[src/rtl/spi_slave_ram.sv]
// spi_slave_ram: word-addressed RAM behind an SPI slave front end.
// Each 10-bit word from the deserialiser carries a 2-bit command and an
// 8-bit payload. The four commands are: load write address, write data,
// load read address, and read data. Read data returns on dout with a
// one-cycle tx_valid strobe.
module spi_slave_ram #(
  parameter int ADDR_SIZE = 8,
  parameter int MEM_DEPTH = 256
) (
  input  logic                 clk,
  input  logic                 rst_n,
  input  logic [ADDR_SIZE+1:0] din,
  input  logic                 rx_valid,
  output logic [7:0]           dout,
  output logic                 tx_valid
);

  typedef enum logic [1:0] {
    CMD_WR_ADDR = 2'b00,
    CMD_WR_DATA = 2'b01,
    CMD_RD_ADDR = 2'b10,
    CMD_RD_DATA = 2'b11
  } cmd_e;

  // Storage has no reset. Its contents survive rst_n.
  logic [7:0]           mem [MEM_DEPTH];
  logic [ADDR_SIZE-1:0] wr_addr;
  logic [ADDR_SIZE-1:0] rd_addr;
  cmd_e                 cmd;

  assign cmd = cmd_e'(din[ADDR_SIZE+1:ADDR_SIZE]);

  // Memory write. This is gated by rst_n so that a reset cycle
  // suppresses any write word that arrives in the same cycle.
  always_ff @(posedge clk) begin
    if (rst_n && rx_valid && cmd == CMD_WR_DATA)
      mem[wr_addr] <= din[7:0];
  end

  // Command decode: update the address registers and the registered read port.
  // dout is only updated by a read-data word or by reset.
  always_ff @(posedge clk) begin
    if (!rst_n) begin
      wr_addr  <= '0;
      rd_addr  <= '0;
      dout     <= 8'h00;
      tx_valid <= 1'b0;
    end else if (!rx_valid) begin
      tx_valid <= 1'b0;
    end else begin
      unique case (cmd)
        CMD_WR_ADDR: begin
          wr_addr  <= din[ADDR_SIZE-1:0];
          tx_valid <= 1'b0;
        end
        CMD_WR_DATA: begin
          tx_valid <= 1'b0;
        end
        CMD_RD_ADDR: begin
          rd_addr  <= din[ADDR_SIZE-1:0];
          tx_valid <= 1'b0;
        end
        CMD_RD_DATA: begin
          dout     <= mem[rd_addr];
          tx_valid <= 1'b1;
        end
        default: tx_valid <= 1'b0;
      endcase
    end
  end

endmodule

[config.mk]
export PLATFORM = sky130hd
export DESIGN_NAME = spi_slave_ram
export DESIGN_NICKNAME = d
export VERILOG_FILES = /design/src/rtl/spi_slave_ram.sv
export SDC_FILE = /design/constraint.sdc
export NUM_CORES = 2
export LEC_CHECK = 0
export ABC_CLOCK_PERIOD_IN_PS = 3300
export BUFFER_PORTS_ARGS = -buffer_cell sky130_fd_sc_hd__buf_4
export CAP_MARGIN = 10
export CELL_PAD_IN_SITES_DETAIL_PLACEMENT = 1
export CELL_PAD_IN_SITES_GLOBAL_PLACEMENT = 2
export CORE_ASPECT_RATIO = 0.75
export CORE_MARGIN = 2
export CORE_UTILIZATION = 51
export CTS_CLUSTER_SIZE = 24
export DETAILED_ROUTE_END_ITERATION = 6
export HOLD_SLACK_MARGIN = 0.12
export PLACE_DENSITY = 0.83
export SETUP_SLACK_MARGIN = 0.02
export SYNTH_ARGS = -nofsm -noshare
export SYNTH_HDL_FRONTEND = slang
export SYNTH_SLANG_ARGS = --single-unit
[constraint.sdc]
create_clock -name clk -period 3.3 [get_ports clk]
set_input_delay 0.33 -clock clk [delete_from_list [all_inputs] [get_ports clk]]
set_output_delay 0.33 -clock clk [all_outputs]
set_load 0.02 [all_outputs]
# Yosys cells after proc, flatten, opt, wreduce, memory -nomap -nowiden
# Memories as Yosys holds them, arrays and structs flattened. A register that Yosys moved wholly into a read port is not among the register bits.
# Cells that the tools add are included.
[word_totals]
register_bits = 17
mem_count = 1
mem_bits_rw = 2048
inputBits = 13
out_inout_bits = 9
[op_classes]
n_eq_ne = 3
n_mux = 3
n_reduce_logical = 9
[memory_table]
columns = ["name", "depth", "width", "rd", "rd_ports_with_merged_regs", "write_ports", "line_no", "text"]
rows = [
  ["mem", 256, 8, 1, 1, 1, "26", "logic [7:0] mem [MEM_DEPTH];"],
]
[op_table]
columns = ["operator", "n"]
rows = [
  ["2-bit AND reduction", 4],
  ["2-bit == test, second input constant", 2],
  ["3-bit OR reduction", 1],
  ["2-bit by 1-bit == test with 1-bit output, second input constant", 1],
  ["1-bit logical AND", 2],
  ["2-bit zero test", 1],
  ["1-bit 2-to-1 mux", 2],
  ["1-bit case mux with 2 select lines", 1],
  ["1-bit zero test", 1],
]

# Depth between registers and ports, before layout
[depth]
word_depth = 4
mapped_depth = 12

# Worst setup path before layout
# OpenSTA, ideal clock, no wires.
[synth_timing]
path_kind = "in2reg"
start = "in rst_n"
end = "mem mem[102][0] (enable)"
arrival_ps = 2208
t_required_ps = 2930
setup_time_ps = 370
setup_slack_ps = 722
path_stages = 6
path_cell_list = "clkinv_1 nor3_1 clkbuf_1 nand3_1 clkbuf_1 nor2_1"
[synth_between]
elab_chain_cells = 4
[synth_rtl]
columns = ["item", "line_no", "text"]
rows = [
  ["start, declared", "11", "input logic rst_n,"],
  ["1-bit logical AND (2 in a row)", "36", "if (rst_n && rx_valid && cmd == CMD_WR_DATA)"],
  ["1-bit 2-to-1 mux", "36", ""],
  ["1-bit 2-to-1 mux (implied by the code)", "37", "mem[wr_addr] <= din[7:0];"],
  ["end, declared", "26", ""],
]
# Every way passes these cells.

==> metrics.cfg <==
[logic_synthesis]
ys_top_cells_by_count=2,048 x edfxtp_1, 427 x mux4_2, 292 x nor2_1
synth.most_common_cell=edfxtp_1
synth_area_per_cell_sq_um=20.8
syn_nets=3910
yosysTopAreaCell=edfxtp_1
synth_area_sq_mm=0.0809
synth_edf_count=2048
synth-seq-area-share_pct=76.6
yosys-top-cells-area=edfxtp_1 76%, mux4_2 12%, mux2i_1 2.8%
synth_top_area_share_pct=76.0
syn_inst=3897
ys_types=74
yosysWarnings=0
synthArstFlopShare_pct=0
ys_ff_latch=2073
ys.flop_type=edfxtp_1

[pwr]
leakagePower_nw=29.0
power.density_mw_per_mm2=565
p_total_mw=52.7
vdd_drop_max_uv=601

[grt]
grt_max_degree=117
grt_antenna_before_repair=15
grt_overflow_total=0
grt_pass1_wl_mm=347
grt_pass1_vias=45522
gr-usage-all-layers_pct=30.4

[critical_path]
cp_slowest_cell=a2111oi_1
critPathLaunchType=register
cp.required_ns=4.02
slowest_delay_ns=0.74
critical_path_class=reg -> reg
cp-end-kind=register
cp_max_fo=14
arrival_ns=4.02
crit_top_cell=buf_4
crit_path_cell_trace=buf_12, buf_4, buf_4, mux4_2, a2111oi_1, a21oi_1, nand4_1, buf_4, o211ai_1

[final_layout]
register_area_sq_mm=0.0620
nFillCells=13317
fin_nets=4449
syn_to_final_growth_pct=15.2
layout-drive-gt1-share_pct=28.5
multi_input_area_sq_mm=0.0174
finalNonFillerCells=6711
design_area_sq_mm=0.0932
utilization_pct=59.2

[sta]
min_period_ns=3.30
whs_ns=0.142
hold_viol=0
clock_skew_ns=0.0282
timing.final.crit_share_pct=100
setup_viol=1
relSlewSlack_pct=24.3
worst_pin_slew_ns=1.14
setup_ws_ns=-0.00164
fmax_mhz=303
fin_setup_tns_ns=-0.00164
slew_violations=0

[outcome]
status=finished, violations left
violations=negative setup slack

[floorplanning]
initial_core_util_pct=51.4
core_sq_mm=0.157
die_h_um=349
pin_count=22
dieArea_sq_mm=0.162
rows=126
fp.dieW_um=464

[cts]
cts_buffers=189
cts_max_level=4
clkSlewWorstSetupHoldPaths_ns=0.06
cts_sinks=2073
insertion_delay_ns=0.85
cts_tree=done
cts_buffer_depth=3
clockRootBuffer=clkbuf_16

[routing]
wire_per_inst_um=36.4
postRouteWirelength_mm=244
via_per_inst=6.61
vias=44380
drt_iter0_drc=6602
drt_pass1_iterations=5
postRouteAntennaNets=0
drc=0

[placement]
dpl.hpwl_mm=157
io_buffers=21
placed_area_sq_mm=0.0869
place_congestion=0.931
placedCellCount=6342
preCtsSetupSlack_ns=-0.360

[min_path]
hold_path_class=in -> reg

[flow_run]
cap_violations=0

-- repair_timing --
item,CTS,global route
hold buffers,9,0
gates resized for setup,6,10
hold endpoints to repair,97,0
endpoints found under the setup margin,8,6
buffers inserted,6,0
-- area by class of cell --
| class | count | area share [%] |
|---|---|---|
| Inverter | 5 | 0.0255 |
| Clock buffer | 239 | 5.43 |
| Multi-Input combinational cell | 1583 | 18.7 |
| Tap cell | 2112 | 2.84 |
| Sequential cell | 2073 | 66.5 |
| Clock inverter | 108 | 1.02 |
| Timing Repair Buffer | 584 | 5.44 |
| Antenna cell | 7 | 0.0188 |
-- final timing paths --
path                   start     endpoint  slack, ns  cells after the start
setup / recovery  rd_addr[0]      dout[6]     -0.002                      9
hold reg to reg      dout[6]      dout[6]       0.60                      2
setup reg to reg  rd_addr[0]      dout[6]     -0.002                      9
hold / removal        din[2]  mem[100][2]       0.14                      1
-- sequential cells by signal, summed over array words and instances (netlist names) --
name and count:
dout 8, tx_valid 1, rd_addr 8, wr_addr 8, mem 2048
-- placed cells by master, fill, tap and decap left out, drive strengths merged, types with 5 or more instances in the layout --
cell type	instances
edfxtp	2048
a211o	8
and2	7
nand2b	11
dfxtp	25
a32oi	7
clkinv	83
or4	5
nor2b	14
nand3	46
nand2	94
diode	7
a21oi	49
clkbuf	247
nor3	25
o221ai	36
nor2	292
o21ai	23
o22ai	80
a22oi	37
a31oi	11
dlygate4sd3	9
inv	10
a221o	5
clkinvlp	7
o211ai	11
a22o	14
buf	567
nand4	13
a221oi	11
a2111oi	17
mux2	21
a211oi	13
nand3b	5
mux4	434
nor4	12
mux2i	230
bufinv	13
-- power by group --
| group | switching (mW) | internal, mW |
|---|---|---|
| logic | 1.29 | 0.644 |
| registers | 0.0365 | 28.9 |
| clock network | 9.91 | 11.9 |
-- metal layers --
layer | global-route usage [%] | part of all wire (%) | routed length (um)
met5 | 0 | 0.037 | 91
met1 | 43.6 | 39 | 94800
met4 | 9.77 | 3.4 | 8370
met2 | 45.7 | 46 | 111000
met3 | 7.98 | 12 | 29900
-- cell families (layout without fill, tap and decap cells) --
group / after synthesis / count (layout) / synth area share, %
other: 0 / 7 / 0
AO/OA/AOI/OAI: 344 / 344 / 3.06
buffers and inverters: 241 / 936 / 2.03
AND/OR/NAND/NOR: 554 / 554 / 3.06
multiplexers: 685 / 685 / 15.2
flip-flops: 2073 / 2073 / 76.6
-- worst max-delay path, delay by kind of cell (launching register included) --
family | cells | cell delay, ns
AO/OA/AOI/OAI | 3 | 1.18
buffers and inverters | 4 | 0.81
flip-flops | 1 | 0.41
multiplexers | 1 | 0.53
AND/OR/NAND/NOR | 1 | 0.23
Power figures use the tool's default switching activity.
